### config.mk
export PLATFORM = sky130hd
export DESIGN_NAME = counter_cmd_seq_flat
export DESIGN_NICKNAME = d
export VERILOG_FILES = /design/src/rtl/counter_seq_pkg.sv /design/src/rtl/counter_cmd_seq_if.sv /design/src/rtl/cmd_fifo.sv /design/src/rtl/counter_cmd_seq.sv /design/src/flat_wrapper.sv
export SDC_FILE = /design/constraint.sdc
export NUM_CORES = 1
export LEC_CHECK = 0
export BUFFER_PORTS_ARGS = -buffer_cell sky130_fd_sc_hd__clkbuf_2
export CAP_MARGIN = 20
export CORE_MARGIN = 5
export CORE_UTILIZATION = 30
export CTS_CLUSTER_SIZE = 16
export DETAILED_ROUTE_END_ITERATION = 12
export GPL_ROUTABILITY_DRIVEN = 0
export GPL_TIMING_DRIVEN = 0
export HOLD_SLACK_MARGIN = 0.15
export MAX_ROUTING_LAYER = met4
export PLACE_DENSITY = 0.58
export RECOVER_POWER = 100
export SYNTH_ARGS = -nofsm -noshare
export SYNTH_HDL_FRONTEND = slang
export SYNTH_SLANG_ARGS = --single-unit
### constraint.sdc
create_clock -name clk_in -period 7 [get_ports clk_in]
set_input_delay 0.35 -clock clk_in [delete_from_list [all_inputs] [get_ports clk_in]]
set_output_delay 0.35 -clock clk_in [all_outputs]
set_load 0.005 [all_outputs]
### src/rtl/counter_seq_pkg.sv
// Shared types and default widths for the counter command sequencer.
package counter_seq_pkg;

  localparam int DEF_CNT_W      = 8;
  localparam int DEF_LEN_W      = 8;
  localparam int DEF_FIFO_DEPTH = 4;

  typedef enum logic [1:0] {
    OP_LOAD     = 2'd0,
    OP_UP       = 2'd1,
    OP_DOWN     = 2'd2,
    OP_WAIT_OVF = 2'd3
  } op_e;

  typedef enum logic [1:0] {
    S_IDLE,
    S_LOAD,
    S_RUN,
    S_WAIT_OVF
  } state_e;

  typedef struct packed {
    op_e                  op;
    logic [DEF_CNT_W-1:0] value;
    logic [DEF_LEN_W-1:0] len;
  } cmd_t;

endpackage

### src/rtl/counter_cmd_seq_if.sv
// Command push port (valid/ready) of the counter command sequencer.
interface counter_cmd_seq_if
  import counter_seq_pkg::*;
#(
  parameter int CNT_W = DEF_CNT_W,
  parameter int LEN_W = DEF_LEN_W
);
  logic             cmd_valid_in;
  logic             cmd_ready_out;
  logic [1:0]       cmd_op_in;
  logic [CNT_W-1:0] cmd_value_in;
  logic [LEN_W-1:0] cmd_len_in;

  modport master (
    output cmd_valid_in, cmd_op_in, cmd_value_in, cmd_len_in,
    input  cmd_ready_out
  );

  modport slave (
    input  cmd_valid_in, cmd_op_in, cmd_value_in, cmd_len_in,
    output cmd_ready_out
  );
endinterface

### src/rtl/cmd_fifo.sv
// Small synchronous FIFO of command words; head is visible without a read strobe.
module cmd_fifo #(
  parameter int  DEPTH = 4,
  parameter type T     = logic [7:0],
  localparam int AW    = $clog2(DEPTH),
  localparam int CW    = AW + 1
) (
  input  logic          clk_in,
  input  logic          rst_in,
  input  logic          push,
  input  T              push_data,
  input  logic          pop,
  output T              head,
  output logic          full,
  output logic          empty,
  output logic [CW-1:0] count
);

  T              mem [DEPTH];
  logic [AW-1:0] wr_ptr_reg;
  logic [AW-1:0] rd_ptr_reg;
  logic [CW-1:0] count_reg;

  always_ff @(posedge clk_in) begin
    if (push) begin
      mem[wr_ptr_reg] <= push_data;
    end
  end

  // DEPTH is a power of two, so the pointers wrap on their own.
  always_ff @(posedge clk_in) begin
    if (rst_in) begin
      wr_ptr_reg <= '0;
      rd_ptr_reg <= '0;
      count_reg  <= '0;
    end else begin
      if (push) wr_ptr_reg <= wr_ptr_reg + AW'(1);
      if (pop)  rd_ptr_reg <= rd_ptr_reg + AW'(1);
      count_reg <= count_reg + CW'(push) - CW'(pop);
    end
  end

  assign head  = mem[rd_ptr_reg];
  assign full  = (count_reg == CW'(DEPTH));
  assign empty = (count_reg == '0);
  assign count = count_reg;

endmodule

### src/rtl/counter_cmd_seq.sv
// Pops queued counter commands and plays each as a cycle-exact en/set/up/load sequence.
module counter_cmd_seq
  import counter_seq_pkg::*;
#(
  parameter int CNT_W      = DEF_CNT_W,
  parameter int LEN_W      = DEF_LEN_W,
  parameter int FIFO_DEPTH = DEF_FIFO_DEPTH
) (
  input  logic             clk_in,
  input  logic             rst_in,
  counter_cmd_seq_if.slave cmd,
  input  logic             ovf_in,
  output logic             en_ctrl_out,
  output logic             set_ctrl_out,
  output logic             up_ctrl_out,
  output logic [CNT_W-1:0] counter_val_out,
  output logic             busy_out,
  output logic             done_out,
  output logic             timeout_out
);

  localparam int CW = $clog2(FIFO_DEPTH) + 1;
  localparam int LW = LEN_W + 1;

  typedef struct packed {
    op_e              op;
    logic [CNT_W-1:0] value;
    logic [LEN_W-1:0] len;
  } seq_cmd_t;

  seq_cmd_t      push_data;
  seq_cmd_t      head;
  logic          push, pop, full, empty;
  logic [CW-1:0] count;
  logic [CW-1:0] count_next;

  state_e           state_reg, state_next;
  logic [LW-1:0]    len_reg, len_next;
  logic             en_reg, en_next;
  logic             set_reg, set_next;
  logic             up_reg, up_next;
  logic [CNT_W-1:0] val_reg, val_next;
  logic             busy_reg, busy_next;
  logic             done_reg, done_next;
  logic             timeout_reg, timeout_next;

  assign push              = cmd.cmd_valid_in && !full;
  assign cmd.cmd_ready_out = !full;
  assign push_data         = '{op: op_e'(cmd.cmd_op_in), value: cmd.cmd_value_in, len: cmd.cmd_len_in};

  cmd_fifo #(
    .DEPTH (FIFO_DEPTH),
    .T     (seq_cmd_t)
  ) u_fifo (
    .clk_in    (clk_in),
    .rst_in    (rst_in),
    .push      (push),
    .push_data (push_data),
    .pop       (pop),
    .head      (head),
    .full      (full),
    .empty     (empty),
    .count     (count)
  );

  // Outputs are registered alongside the state, so they change on the pop edge itself.
  always_comb begin
    state_next   = state_reg;
    len_next     = len_reg;
    en_next      = 1'b0;
    set_next     = 1'b0;
    up_next      = up_reg;
    val_next     = val_reg;
    done_next    = 1'b0;
    timeout_next = 1'b0;
    pop          = 1'b0;
    unique case (state_reg)
      S_IDLE: begin
        if (!empty) begin
          pop      = 1'b1;
          len_next = (head.len == '0) ? {1'b1, {LEN_W{1'b0}}} : {1'b0, head.len};
          unique case (head.op)
            OP_LOAD: begin
              state_next = S_LOAD;
              set_next   = 1'b1;
              val_next   = head.value;
            end
            OP_UP, OP_DOWN: begin
              state_next = S_RUN;
              en_next    = 1'b1;
              up_next    = (head.op == OP_UP);
            end
            OP_WAIT_OVF: begin
              state_next = S_WAIT_OVF;
              en_next    = 1'b1;
              up_next    = head.value[0];
            end
          endcase
        end
      end
      S_LOAD: begin
        state_next = S_IDLE;
        done_next  = 1'b1;
      end
      S_RUN: begin
        if (len_reg == LW'(1)) begin
          state_next = S_IDLE;
          done_next  = 1'b1;
        end else begin
          len_next = len_reg - LW'(1);
          en_next  = 1'b1;
        end
      end
      S_WAIT_OVF: begin
        // Overflow is checked first so it beats a timeout on the same cycle.
        if (ovf_in) begin
          state_next = S_IDLE;
          done_next  = 1'b1;
        end else if (len_reg == LW'(1)) begin
          state_next   = S_IDLE;
          done_next    = 1'b1;
          timeout_next = 1'b1;
        end else begin
          len_next = len_reg - LW'(1);
          en_next  = 1'b1;
        end
      end
    endcase
    count_next = count + CW'(push) - CW'(pop);
    busy_next  = (state_next != S_IDLE) || (count_next != '0);
  end

  always_ff @(posedge clk_in) begin
    if (rst_in) begin
      state_reg   <= S_IDLE;
      len_reg     <= '0;
      en_reg      <= 1'b0;
      set_reg     <= 1'b0;
      up_reg      <= 1'b0;
      val_reg     <= '0;
      busy_reg    <= 1'b0;
      done_reg    <= 1'b0;
      timeout_reg <= 1'b0;
    end else begin
      state_reg   <= state_next;
      len_reg     <= len_next;
      en_reg      <= en_next;
      set_reg     <= set_next;
      up_reg      <= up_next;
      val_reg     <= val_next;
      busy_reg    <= busy_next;
      done_reg    <= done_next;
      timeout_reg <= timeout_next;
    end
  end

  assign en_ctrl_out     = en_reg;
  assign set_ctrl_out    = set_reg;
  assign up_ctrl_out     = up_reg;
  assign counter_val_out = val_reg;
  assign busy_out        = busy_reg;
  assign done_out        = done_reg;
  assign timeout_out     = timeout_reg;

endmodule

### src/flat_wrapper.sv
// flat-port wrapper written by rule: the top's interface ports become plain ports
module counter_cmd_seq_flat import counter_seq_pkg::*;
#(
  parameter int CNT_W      = DEF_CNT_W,
  parameter int LEN_W      = DEF_LEN_W,
  parameter int FIFO_DEPTH = DEF_FIFO_DEPTH
)
  (clk_in, rst_in, ovf_in, en_ctrl_out, set_ctrl_out, up_ctrl_out, counter_val_out, busy_out, done_out, timeout_out, cmd_cmd_valid_in, cmd_cmd_op_in, cmd_cmd_value_in, cmd_cmd_len_in, cmd_cmd_ready_out);
  counter_cmd_seq_if #(.CNT_W(CNT_W), .LEN_W(LEN_W)) cmd_i ();
  input  logic clk_in;
  input  logic rst_in;
  input  logic ovf_in;
  output logic en_ctrl_out;
  output logic set_ctrl_out;
  output logic up_ctrl_out;
  output logic [CNT_W-1:0] counter_val_out;
  output logic busy_out;
  output logic done_out;
  output logic timeout_out;
  input wire logic [$bits(cmd_i.cmd_valid_in)-1:0] cmd_cmd_valid_in;
  input wire logic [$bits(cmd_i.cmd_op_in)-1:0] cmd_cmd_op_in;
  input wire logic [$bits(cmd_i.cmd_value_in)-1:0] cmd_cmd_value_in;
  input wire logic [$bits(cmd_i.cmd_len_in)-1:0] cmd_cmd_len_in;
  output wire logic [$bits(cmd_i.cmd_ready_out)-1:0] cmd_cmd_ready_out;
  assign cmd_i.cmd_valid_in = cmd_cmd_valid_in;
  assign cmd_i.cmd_op_in = cmd_cmd_op_in;
  assign cmd_i.cmd_value_in = cmd_cmd_value_in;
  assign cmd_i.cmd_len_in = cmd_cmd_len_in;
  assign cmd_cmd_ready_out = cmd_i.cmd_ready_out;
  counter_cmd_seq #(.CNT_W(CNT_W), .LEN_W(LEN_W), .FIFO_DEPTH(FIFO_DEPTH)) u_core (.clk_in(clk_in), .rst_in(rst_in), .cmd(cmd_i), .ovf_in(ovf_in), .en_ctrl_out(en_ctrl_out), .set_ctrl_out(set_ctrl_out), .up_ctrl_out(up_ctrl_out), .counter_val_out(counter_val_out), .busy_out(busy_out), .done_out(done_out), .timeout_out(timeout_out));
endmodule
After elaboration in Yosys (flattened, before gate mapping)
Memory sizes are Yosys's and may differ from the RTL's. A register that Yosys moved wholly into a read port is not among the register bits.
Cells that the tools add are included.
{"block": "op_classes", "n_eq_ne": 10, "n_reduce_logical": 18, "n_bitwise": 3, "muxes": 26, "n_addsub": 5}
{"cell": "2-to-1 mux 9 bit", "n": 4}
{"cell": "case mux 9 bit (3 select lines)", "n": 1}
{"cell": "2-to-1 mux 1 bit", "n": 11}
{"cell": "2-to-1 mux 2 bit", "n": 5}
{"cell": "== test 9 x 1 -> 1 bit, second input constant", "n": 1}
{"cell": "AND reduction 3 bit", "n": 3}
{"cell": "OR reduction 3 bit", "n": 3}
{"cell": "subtractor 9 x 1 -> 9 bit, second input constant", "n": 1}
{"cell": "== test 2 bit, second input constant", "n": 4}
{"cell": "zero test 8 bit", "n": 1}
{"cell": "case mux 2 bit (4 select lines)", "n": 1}
{"cell": "case mux 1 bit (3 select lines)", "n": 2}
{"cell": "case mux 2 bit (3 select lines)", "n": 1}
{"cell": "nonzero test 3 bit", "n": 2}
{"cell": "adder 2 x 1 -> 2 bit, second input constant", "n": 2}
{"cell": "== test 2 x 1 -> 1 bit, second input constant", "n": 2}
{"cell": "zero test 2 bit", "n": 2}
{"cell": "!= test 2 bit, second input constant", "n": 2}
{"cell": "nonzero test 2 bit", "n": 2}
{"cell": "adder 3 x 1 -> 3 bit", "n": 1}
{"cell": "== test 3 bit, second input constant", "n": 1}
{"cell": "zero test 3 bit", "n": 1}
{"cell": "inverter 1 bit", "n": 3}
{"cell": "subtractor 3 x 1 -> 3 bit", "n": 1}
{"cell": "5 further kinds", "n": 5}
{"block": "word_totals", "mem_bits_rw": 72, "memories": 1, "wordCells": 75, "output_inout_bits": 15, "reg_bits": 32, "input_bits": 22}
{"name": "u_core.u_fifo.mem", "words": 4, "word_bits": 18, "rd": 1, "rd_clocked_by_memory_dff": 1, "write_ports": 1, "line": "cmd_fifo.sv:19", "rtl": "T mem [DEPTH];"}

Longest topological paths before layout
{"block": "depth", "ltp_word": 7, "depth_mapped": 13, "mapped_depth_nobuf": 13}

Hierarchy
From an unflattened synthesis, not the netlist that was laid out.
{"block": "hier_totals", "cells_unflattened": 308, "area_unflattened_um2": 4450.5}
{"mod": "cmd_fifo", "n_inst": 1, "cells_each": 136, "area_per_inst_um2": 3078.0, "seq_area_each_um2": 2342.2}
{"mod": "counter_cmd_seq", "n_inst": 1, "cells_each": 172, "area_per_inst_um2": 1372.6, "seq_area_each_um2": 500.5}

Least setup slack after synthesis
OpenSTA, ideal clock, no wires.
{"block": "synth_path", "path_kind": "reg2reg", "from": "register u_core.u_fifo.count_reg[1], in the netlist u_core.u_fifo.count[1]", "to": "register u_core.busy_reg, in the netlist u_core.busy_out", "n_path_buf": 0, "t_arrival_ns": 2.192, "t_required_ns": 6.864, "setup_time_ns": 0.136, "path_slack_ns": 4.672, "period_less_slack_ns": 2.328, "stages_incl_launch_ff": 14, "path_cell_list": "dfxtp_1 nor2_1 nand2_1 and2_1 inv_1 ha_1 inv_1 ha_1 inv_1 fa_1 xnor2_1 xnor2_1 nor3b_1 a31oi_1"}
{"block": "synth_between", "elab_chain_cells": 7, "elab_cells_between_ends": 13, "classes_between": "2 x add/sub; 1 x eq/ne; 4 x mux; 6 x reduce/logical"}
{"element": "from (decl)", "line": "cmd_fifo.sv:22", "rtl": "logic [CW-1:0] count_reg;"}
{"element": "from (signal assigned)", "line": "cmd_fifo.sv:39", "rtl": "count_reg <= count_reg + CW'(push) - CW'(pop);"}
{"element": "== test 3 bit", "line": "cmd_fifo.sv:44", "rtl": "assign full = (count_reg == CW'(DEPTH));"}
{"element": "zero test 1 bit"}
{"element": "via cmd_cmd_ready_out", "line": "flat_wrapper.sv:24", "rtl": "output wire logic [$bits(cmd_i.cmd_ready_out)-1:0] cmd_cmd_ready_out;"}
{"element": "logical AND 1 bit", "line": "counter_cmd_seq.sv:47", "rtl": "assign push = cmd.cmd_valid_in && !full;"}
{"element": "adder 3 x 1 -> 3 bit", "line": "counter_cmd_seq.sv:129", "rtl": "count_next = count + CW'(push) - CW'(pop);"}
{"element": "subtractor 3 x 1 -> 3 bit", "line": "counter_cmd_seq.sv:129"}
{"element": "nonzero test 3 bit", "line": "counter_cmd_seq.sv:130", "rtl": "busy_next = (state_next != S_IDLE) || (count_next != '0);"}
{"element": "logical OR 1 bit", "line": "counter_cmd_seq.sv:130"}
{"element": "to (signal assigned)", "line": "counter_cmd_seq.sv:151", "rtl": "busy_reg <= busy_next;"}
{"element": "to (decl)", "line": "counter_cmd_seq.sv:43", "rtl": "logic busy_reg, busy_next;"}
The timed path passes the listed nets, and every way through them passes these cells.
A chain may end at the register's enable or synchronous reset.

==> metrics.md <==
| Metric | Value |
|---|---|
| CTS tree | `done` |
| Syn Inst Count | `299` |
| Number of diodes added for antenna fixing | `0` |
| Vertical die dimension | `130 um` |
| Number of design-rule violations left by the first detailed-router iteration | `165` |
| CP startpoint kind | `flip-flop` |
| Io pins | `37` |
| Chip Width | `130 um` |
| Aggregate global routing overflow | `0` |
| Via count of the routed design | `2,501` |
| Average routed wire per standard cell | `16.0 um` |
| Post-detailed-route via-to-cell ratio | `4.71` |
| Clock tree buffer depth | `2` |
| DP HPWL | `5780 um` |
| Fraction of final layout cells with drive strength greater than 1 | `0.145` |
| Total detailed-routing wirelength | `8500 um` |
| Total track usage | `0.108` |
| Post-synthesis net count | `334` |
| Detailed-router iteration count before antenna repair | `4` |
| Footprint of the multi-input gates | `0.00131 mm2` |
| Share of the yosys chip area belonging to registers | `0.659` |
| Post-CTS Setup Repair Bufs | `0` |
| Clk pin slew, worst setup/hold paths | `0.07 ns` |
| Launch instance of the worst min-delay path | `rst_in` |
| Setup slack of the critical path after layout | `2.75 ns` |
| Largest register FFs | `72` |
| Fraction of the cycle the final worst path needs | `0.607` |
| Avg Synthesized Cell Area | `14.4 um2` |
| Endpoint of the most critical register-to-register path | `u_core.counter_val_out[4]` |
| Clock latency at the later pin of the worst-skew pair | `0.34 ns` |
| Status | `complete, but fails checks` |
| Post-synth cell types | `47` |
| Final-stage net count | `381` |
| Worst hold path cell count | `2` |
| Fin crit period | `4.25 ns` |
| Global-route wire length before repair | `13,400 um` |
| Final clock skew | `0.00794 ns` |
| Register-to-register setup slack | `2.75 ns` |
| Predominant post-synthesis flop cell | `edfxtp_1` |
| Pin count of the biggest net entering global routing | `19` |
| Max Cap Violations | `1` |
| FF-to-FF path depth | `9` |
| Pwr Density | `417 mW/mm2` |
| Share of async-settable or async-resettable flops after synthesis | `0` |
| Capturing element type of the critical path | `flip-flop` |
| Maximum level of the CTS H-tree | `3` |
| Port Buf Inserts | `36` |
| Flop and latch count out of synthesis | `106` |
| Total clock buffers created by CTS | `9` |
| Post-synth EDFFs | `72` |
| Final setup viols | `0` |
| Post-synthesis instance area | `0.00431 mm2` |
| Count of warnings emitted by yosys | `0` |
| Fill cell count | `1,390` |
| Startpoint-to-endpoint class of the critical path | `reg2reg` |
| Buffer cell driving the clock tree root | `clkbuf_16` |
| Initial antenna violation count | `0` |
| Violated checks | `max-capacitance violations, max-slew violations` |
| Cells resized by post-CTS repair | `0` |
| CP required | `7.27 ns` |
| Utilization after layout | `0.353` |
| Maximum clock frequency | `235 MHz` |
| Post-place setup slack | `4.06 ns` |
| Static Leakage | `1.67 nW` |
| Max-slew violations | `1` |
| Final hold violation count | `0` |
| Yosys top cell by area | `edfxtp_1` |
| Antenna-violating nets left | `0` |
| Setup total negative slack | `0 ns` |
| Peak fanout along the critical path | `10` |
| Post-CTS Hold Fix Bufs | `0` |
| Number of sinks on the clock net | `106` |
| Actual slew at the worst max-slew pin | `1.50 ns` |
| Min-Delay Endpoint | `u_core.u_fifo.count[0]` |
| HP Class | `in2reg` |
| Std-Cell Core Area | `0.0140 mm2` |
| Die footprint | `0.0169 mm2` |
| Sequential cell area | `0.00284 mm2` |
| Top library cells by usage in the layout, fill and taps aside | `edfxtp_1 (72), nand2_1 (38), dfxtp_1 (34), clkbuf_1 (32)` |
| Data arrival time of the worst path | `4.52 ns` |
| Placement row count | `43` |
| DRC violations left | `0` |
| Area share of the largest cell type after synthesis | `0.501` |
| Tightest slew margin relative to the limit | `-0.00620` |
| Initial core utilization | `0.308` |
| Layout-stage area growth over the synthesis result | `14.4%` |
| RSZ-0062 raised after global routing | `false` |
| Most frequent standard cell in the layout excluding fill and tap cells | `edfxtp_1` |
| Most area-consuming cells after synthesis | `edfxtp_1 (50%), dfxtp_1 (16%), mux4_2 (8.9%), ha_1 (3.5%), nand2_1 (3.3%)` |
| Maximum resistive drop on vdd | `173 uV` |
| Via count of the first global-routing pass | `2,572` |
==> layout make-up <==
class	count	area share
inverter	12	0.00913
tap	180	0.0457
multi-input combinational	170	0.265
timing repair buffer	36	0.0302
clock inverter	5	0.0134
sequential	106	0.576
buffer	11	0.00913
clock buffer	11	0.0512
==> cells in the mapped netlist (2+ instances only) <==
cell	n
edfxtp_1	72
nand2_1	38
dfxtp_1	34
a21oi_1	21
nor2_1	20
mux4_2	17
ha_1	12
inv_1	11
o21ai_0	8
nor3_1	5
xnor2_1	5
and3_1	4
clkbuf_1	4
nor4_1	4
buf_2	3
mux2i_1	3
nor2b_1	3
a211oi_1	2
and2_1	2
buf_4	2
nand3_1	2
nor3_2	2
==> cells by family after synthesis <==
| group | count (synthesis) | synth area share |
|---|---|---|
| XOR/XNOR | 6 | 0.0122 |
| buffers and inverters | 23 | 0.0244 |
| flip-flops | 106 | 0.659 |
| AO/OA/AOI/OAI | 40 | 0.0589 |
| multiplexers | 20 | 0.0957 |
| AND/OR/NAND/NOR | 91 | 0.110 |
| adder cells (fa/ha/maj) | 13 | 0.0395 |
==> critical path, stage by stage, from the launching register on <==
cell	delay, ns
dfxtp_1	0.31
clkbuf_1	0.57
clkbuf_1	0.74
mux4_2	0.65
inv_1	0.10
ha_1	0.17
inv_1	0.06
nor4_1	1.17
nand2_1	0.21
a21oi_1	0.19
==> routing by layer <==
metal	track usage	wire length, um	vias up
met4	0.0251	74	0
met2	0.171	4120	40
met5	-	0	-
met3	0.0352	349	9
li1	-	-	1204
met1	0.135	3960	1248
==> power breakdown <==
| group | leakage, nW | switching [mW] | internal, mW | total (mW) |
|---|---|---|---|---|
| logic | 0.577 | 0.401 | 0.276 | 0.677 |
| registers | 0.939 | 0.0669 | 0.787 | 0.854 |
| clock network | 0.155 | 0.224 | 0.302 | 0.526 |
| total | 1.67 | 0.692 | 1.36 | 2.06 |
==> metrics by stage <==
stage,instances,total power [mW],hold WS (ns),instance area (um2)
after floorplan,299,1.40,0.422,4310
after global placement,515,1.58,0.445,4720
after detailed placement,515,1.60,0.451,4720
after CTS,531,2.13,0.210,5040
after global routing,531,2.20,0.259,4930
final,531,2.06,0.257,4930
==> worst max-delay path by stage <==
| stage | start | to | depth (start not counted) |
|---|---|---|---|
| 6_report | flip-flop | u_core.counter_val_out[4] | 9 |
| 5_1_grt | flip-flop | u_core.counter_val_out[3] | 9 |
| 4_1_cts | flip-flop | u_core.counter_val_out[3] | 9 |
| 3_5_place_dp | flip-flop | u_core.counter_val_out[4] | 9 |
| 3_3_place_gp | flip-flop | u_core.counter_val_out[4] | 9 |
| 2_1_floorplan | u_core.u_fifo.count[1] | u_core.busy_out | 13 |
No activity file was read; power rests on OpenSTA's default activity.
